File: src/rtl/counter_pkg.sv
// Shared constants for the 3-bit down counter: count width, segment table
// and the toggle mask that drives the counter's next-state logic.
package counter_pkg;

  localparam int CNT_W = 3;
  localparam int SEG_W = 7;

  // Segment codes are g..a (bit 6 = g) and active-low.
  localparam logic [SEG_W-1:0] SEG_BLANK = 7'b1111111;
  localparam logic [7:0][SEG_W-1:0] SEG_TABLE = {
    7'b1111000,  // 7
    7'b0000010,  // 6
    7'b0010010,  // 5
    7'b0011001,  // 4
    7'b0110000,  // 3
    7'b0100100,  // 2
    7'b1111001,  // 1
    7'b1000000   // 0
  };

  // Down-count toggle mask: bit0 always, bit1 when q0=0, bit2 when q1:q0=00.
  function automatic logic [CNT_W-1:0] down_toggle(input logic [CNT_W-1:0] q);
    return {~q[1] & ~q[0], ~q[0], 1'b1};
  endfunction

endpackage

File: src/rtl/seg7_decoder.sv
// Hex-digit to seven-segment decoder (g..a, active-low); digits 8-F are blank.
module seg7_decoder
  import counter_pkg::*;
(
  input  logic [3:0]       digit,
  output logic [SEG_W-1:0] seg
);

  always_comb begin
    seg = SEG_BLANK;
    if (!digit[3]) seg = SEG_TABLE[digit[2:0]];
  end

endmodule

File: src/rtl/down_counter8.sv
// 3-bit down counter with load, wrap borrow pulse and seven-segment output.
// Build option: DOWN_COUNTER8_ONESHOT_EN makes the count stop at 0 instead of wrapping.
module down_counter8
  import counter_pkg::*;
#(
  parameter logic [CNT_W-1:0] RST_VAL = 3'd0
) (
  input  logic             CLK,
  input  logic             rst_n,
  input  logic             en,
  input  logic             load,
  input  logic [CNT_W-1:0] iData,
  output logic [CNT_W-1:0] oQ,
  output logic             oBorrow,
  output logic [SEG_W-1:0] oDisplay
);

  logic at_zero;
  logic cnt_step;
  logic borrow_nxt;

  assign at_zero = (oQ == '0);

`ifdef DOWN_COUNTER8_ONESHOT_EN
  // Parked at zero until a load or reset restarts it; no wrap, so no borrow.
  assign cnt_step   = en & ~load & ~at_zero;
  assign borrow_nxt = 1'b0;
`else
  assign cnt_step   = en & ~load;
  assign borrow_nxt = en & ~load & at_zero;
`endif

  always_ff @(posedge CLK or negedge rst_n) begin
    if (!rst_n) begin
      oQ      <= RST_VAL;
      oBorrow <= 1'b0;
    end else begin
      if (load)          oQ <= iData;
      else if (cnt_step) oQ <= oQ ^ down_toggle(oQ);
      oBorrow <= borrow_nxt;
    end
  end

  seg7_decoder u_seg (
    .digit ({1'b0, oQ}),
    .seg   (oDisplay)
  );

endmodule
File: config.mk
export PLATFORM = sky130hd
export DESIGN_NAME = down_counter8
export DESIGN_NICKNAME = d
export VERILOG_FILES = /design/src/rtl/counter_pkg.sv /design/src/rtl/seg7_decoder.sv /design/src/rtl/down_counter8.sv
export SDC_FILE = /design/constraint.sdc
export NUM_CORES = 1
export LEC_CHECK = 0
export BUFFER_PORTS_ARGS = -buffer_cell sky130_fd_sc_hd__buf_4
export CAP_MARGIN = 5
export CORE_AREA = 2 2 39 41
export CTS_BUF_LIST = sky130_fd_sc_hd__clkbuf_4 sky130_fd_sc_hd__clkbuf_8
export DETAILED_ROUTE_END_ITERATION = 7
export DIE_AREA = 0 0 41 43
export SETUP_SLACK_MARGIN = 0.1
export SYNTH_ARGS = -nofsm -noshare
export SYNTH_HDL_FRONTEND = slang
export SYNTH_HIERARCHICAL = 1
export SYNTH_SLANG_ARGS = --single-unit
File: constraint.sdc
create_clock -name CLK -period 3.5 [get_ports CLK]
set_clock_uncertainty 0.15 [all_clocks]
set_input_delay 0.35 -clock CLK [delete_from_list [all_inputs] [get_ports CLK]]
set_output_delay 0.35 -clock CLK [all_outputs]
set_load 0.01 [all_outputs]
; ---- Yosys cells after proc, flatten, opt, wreduce, memory -nomap -nowiden
; Memories as Yosys holds them, arrays and structs flattened.
; Cells that the tools add are included.
; W data, S select, Z words.
[word_totals]
regBits = 4
latch_bits = 0
mem_bits_rw = 0
romBits = 56
output_inout_bits = 11
elab_cells = 16
memories = 1
[op_classes]
n_addsub = 0
n_mul = 0
div_mod_pow = 0
n_lt_le_gt_ge = 1
eq_ne = 0
n_shift = 0
n_mux = 3
n_bitwise = 7
n_reduce_logical = 2
[memory_table]
columns = name, depth, width, rd, rd_clocked_by_memory_dff, write_ports, line
row1 = (name not given), 8, 7, 1, 0, 0, seg7_decoder.sv:11  ; if (!digit[3]) seg = SEG_TABLE[digit[2:0]];
[op_table]
columns = cell, count
row1 = $mux W7, 1
row2 = $mux W3, 2
row3 = $lt A3 B4 Y1 const B, 1
row4 = $and A1 B1 Y1, 3
row5 = $logic_not A3 Y1, 1
row6 = $not A1 Y1, 3
row7 = $xor A3 B3 Y3, 1
row8 = $reduce_bool A2 Y1, 1

; ---- Logic depth before layout (Yosys ltp)
[depth]
depth_word = 5
depth_mapped = 5

; ---- By module
; Netlist, hierarchy kept.
[by_module_without_submodules]
columns = module, n_inst, cells_per_inst, area_per_inst_um2, seq_area_each_um2
row1 = down_counter8, 1, 22, 217.7, 100.1
row2 = seg7_decoder, 1, 20, 148.9, 0.0

; ---- Least setup slack after synthesis
; Ideal clock, no wire load.
[synth_timing]
path_type = register to output
from = reg oQ[1]
to = out oDisplay[3]
arrival_time_ns = 1.138
required_time_ns = 3.000
slack_ns = 1.862
path_stages_with_launch = 5
n_path_buf = 0
path_cell_list = dfrtp_1 -> inv_1 -> ha_1 -> or2_1 -> a21o_1
[synth_between]
elab_chain_len = 2
[synth_rtl]
columns = item, line
row1 = start: declaration, down_counter8.sv:13  ; output logic [CNT_W-1:0] oQ,
row2 = start signal: assignment, down_counter8.sv:38  ; if (load) oQ <= iData;
row3 = start signal: assignment, down_counter8.sv:39  ; else if (cnt_step) oQ <= oQ ^ down_toggle(oQ);
row4 = $mem_v2 Z8 W7, --
row5 = $mux W7 (implied by the code), seg7_decoder.sv:11
row6 = end: declaration, down_counter8.sv:15  ; output logic [SEG_W-1:0] oDisplay
; Every way passes these cells. The select of a mux whose other input is x is not followed.

; ---- Final worst setup path
; Same ends and word-level chain as after synthesis.

==> run summary <==
outcome = finished clean
Pre-antenna DRT Iters = 2
Peak Freq = 0.491 GHz
Setup TNS = 0 ps
first-pass GRT wire length = 1280 um
Remaining Overflow, GRT = 0
Post-synth ARST share = 1.00
ratio of cells with drive above 1 in the final layout = 0.309
Row Count = 14
RSZ-0062 raised after global routing = false
die height = 43 um
# diodes = 0
Crit Path Class = reg -> out
initial detailed-routing violation count = 2
Synth Cell Area = 367 sq um
Fillers = 140
die area = 1760 sq um
H-Tree Depth = 1
gr usage total = 0.114
synth top area cells = dfrtp_1, ha_1, a21o_1
Hold Worst Slack = 187 ps
Net Switching = 0.0634 mW
number of max-cap violations = 0
P_leak = 0.321 nW
Setup crit end kind = output pin
pre-CTS setup slack = 1700 ps
largest delay contributor family on the critical path = flip-flops
cell taking the most area after synthesis = dfrtp_1
Fin. Hold Viols = 0
I/O pins = 18
placed insts = 80
Nets = 84
clk slew on worst S/H paths = 40 ps
Worst path slowest cell = dfrtp_1
Synth-to-Final Area Change = 54.3%
effective utilization at floorplan = 0.265
Pwr per Cell Area = 346 nW/um^2
IO buf count = 17
Root Driver = clkbuf_4
number of distinct library cells after synthesis = 20
Final Non-Filler Cells = 84
via count = 347
CTS sink count = 4
# DRC = 0
pin count of the biggest net entering global routing = 12
CP Cell Sequence = inv_1, ha_1, or2_1, a21o_1, buf_4
most common cell in the netlist = ha_1
drt via density = 4.13
P_int = 0.132 mW
TritonCTS Buffers = 3
crit-path max cell delay = 460 ps
routed len/inst = 9.13 um
final instance area = 566 sq um
Max rail drop VDD = 0.124 mV
top cells by instance count after synthesis = ha_1, inv_1, dfrtp_1
Post-synth EDFFs = 0
Yosys top cell area share = 0.273
Seq/Total Area, Yosys = 0.273
routability cong. = 0.697
Max FO, Critical Path = 7
Seq cells post-synth = 4
Tot Pwr = 0.195 mW
Synth Flop Type = dfrtp_1
Slew Viols, Final = 0
Net Sw Frac = 0.324
Syn Inst Count = 42
Die Width = 41 um
worst hold path type = in -> reg
Clock Power Share = 0.290
crit path DAT = 1540 ps
crit share post-route = 0.582
clk buf depth = 2
post-DP HPWL = 610 um
Sequential Power Share = 0.312
worst skew pair latency = 230 ps
CP Data Required Time = 3000 ps
combinational fraction of design power = 0.397
Final Setup Violations = 0
initial antenna violation count = 0
Mean Syn Cell Area = 8.73 sq um
vias in the first global route = 317
CTS tree = yes
yosys warns = 6
fin util = 0.409
final antenna-violating net count = 0
CP bufs+invs = 2
Core Box Area = 1380 sq um
setup ws final = 1460 ps
Tmin final = 2040 ps
final wirelength = 767 um
Area after DPL = 533 sq um
kind of start point of the critical path = register
cells by family (layout without fill, tap and decap cells):
logic type,after synthesis,count (layout),synth area share
fa+ha+maj,7,7,0.239
simple gates,13,13,0.208
buf+inv,6,27,0.0614
other cells,1,6,0.0102
flops,4,4,0.273
compound gates,10,10,0.184
xor+xnor,1,1,0.0239
registers in the layout, indices dropped and copies added, names as in the netlist:
register  cells
oQ            3
oBorrow       1
tightest hold or removal path, cell delays in order:
cell	delay, ps
buf_4	80
nand2_1	40
o31ai_1	60
cell type report:
cell class                      count  area [sq um]  share of cell area
Tap cell                           16          20.0              0.0354
Sequential cell                     4           100               0.177
Multi-Input combinational cell     37           263               0.465
Clock buffer                        3          22.5              0.0398
Inverter                            6          22.5              0.0398
Timing Repair Buffer               18           138               0.243
layer usage:
metal  track usage  wire length, um  vias up
met2         0.172              406        8
met4         0.120               19        0
met1         0.129              308      155
met5             0                0        -
met3             0               32        2
li1              -                -      182
final timing paths:
kind                            slack [ps]          end      from  cells past startpoint
worst max-delay path                  1460  oDisplay[3]     oQ[1]                      5
worst min-delay path                   190        oQ[1]  iData[1]                      3
worst max register to register        1910        oQ[2]     oQ[0]                      5
worst min register to register         560        oQ[1]     oQ[1]                      2
max in group asynchronous             2800      oBorrow     rst_n                      2
min in group asynchronous              300        oQ[1]     rst_n                      2
cells in the final DEF, fill, tap and decap left out, types with 2 or more instances in the layout:
cell type / Yosys / layout
conb_1: 1 / 6
nor2b_1: 3 / 3
o21ai_0: 2 / 2
buf_4: 0 / 17
nand2b_1: 2 / 2
inv_1: 6 / 6
a21o_1: 3 / 3
nand2_1: 3 / 3
ha_1: 7 / 7
clkbuf_4: 0 / 3
dfrtp_1: 4 / 4
power groups by stage:
stage,sequential [mW],clock (mW),combinational (mW)
6_report,0.0610,0.0568,0.0777
5_1_grt,0.0621,0.0652,0.0887
4_1_cts,0.0612,0.0601,0.0794
3_5_place_dp,0.0617,0,0.0781
3_3_place_gp,0.0615,0,0.0762
2_1_floorplan,0.0613,0,0.0399
timing repair:
action / 4_1_cts / 5_1_grt
setup buffers: 0 / 0
hold buffers: 1 / 0
resized for setup: 0 / 0
endpoints found under the hold margin: 4 / 0
(Power assumes the default switching activity.)
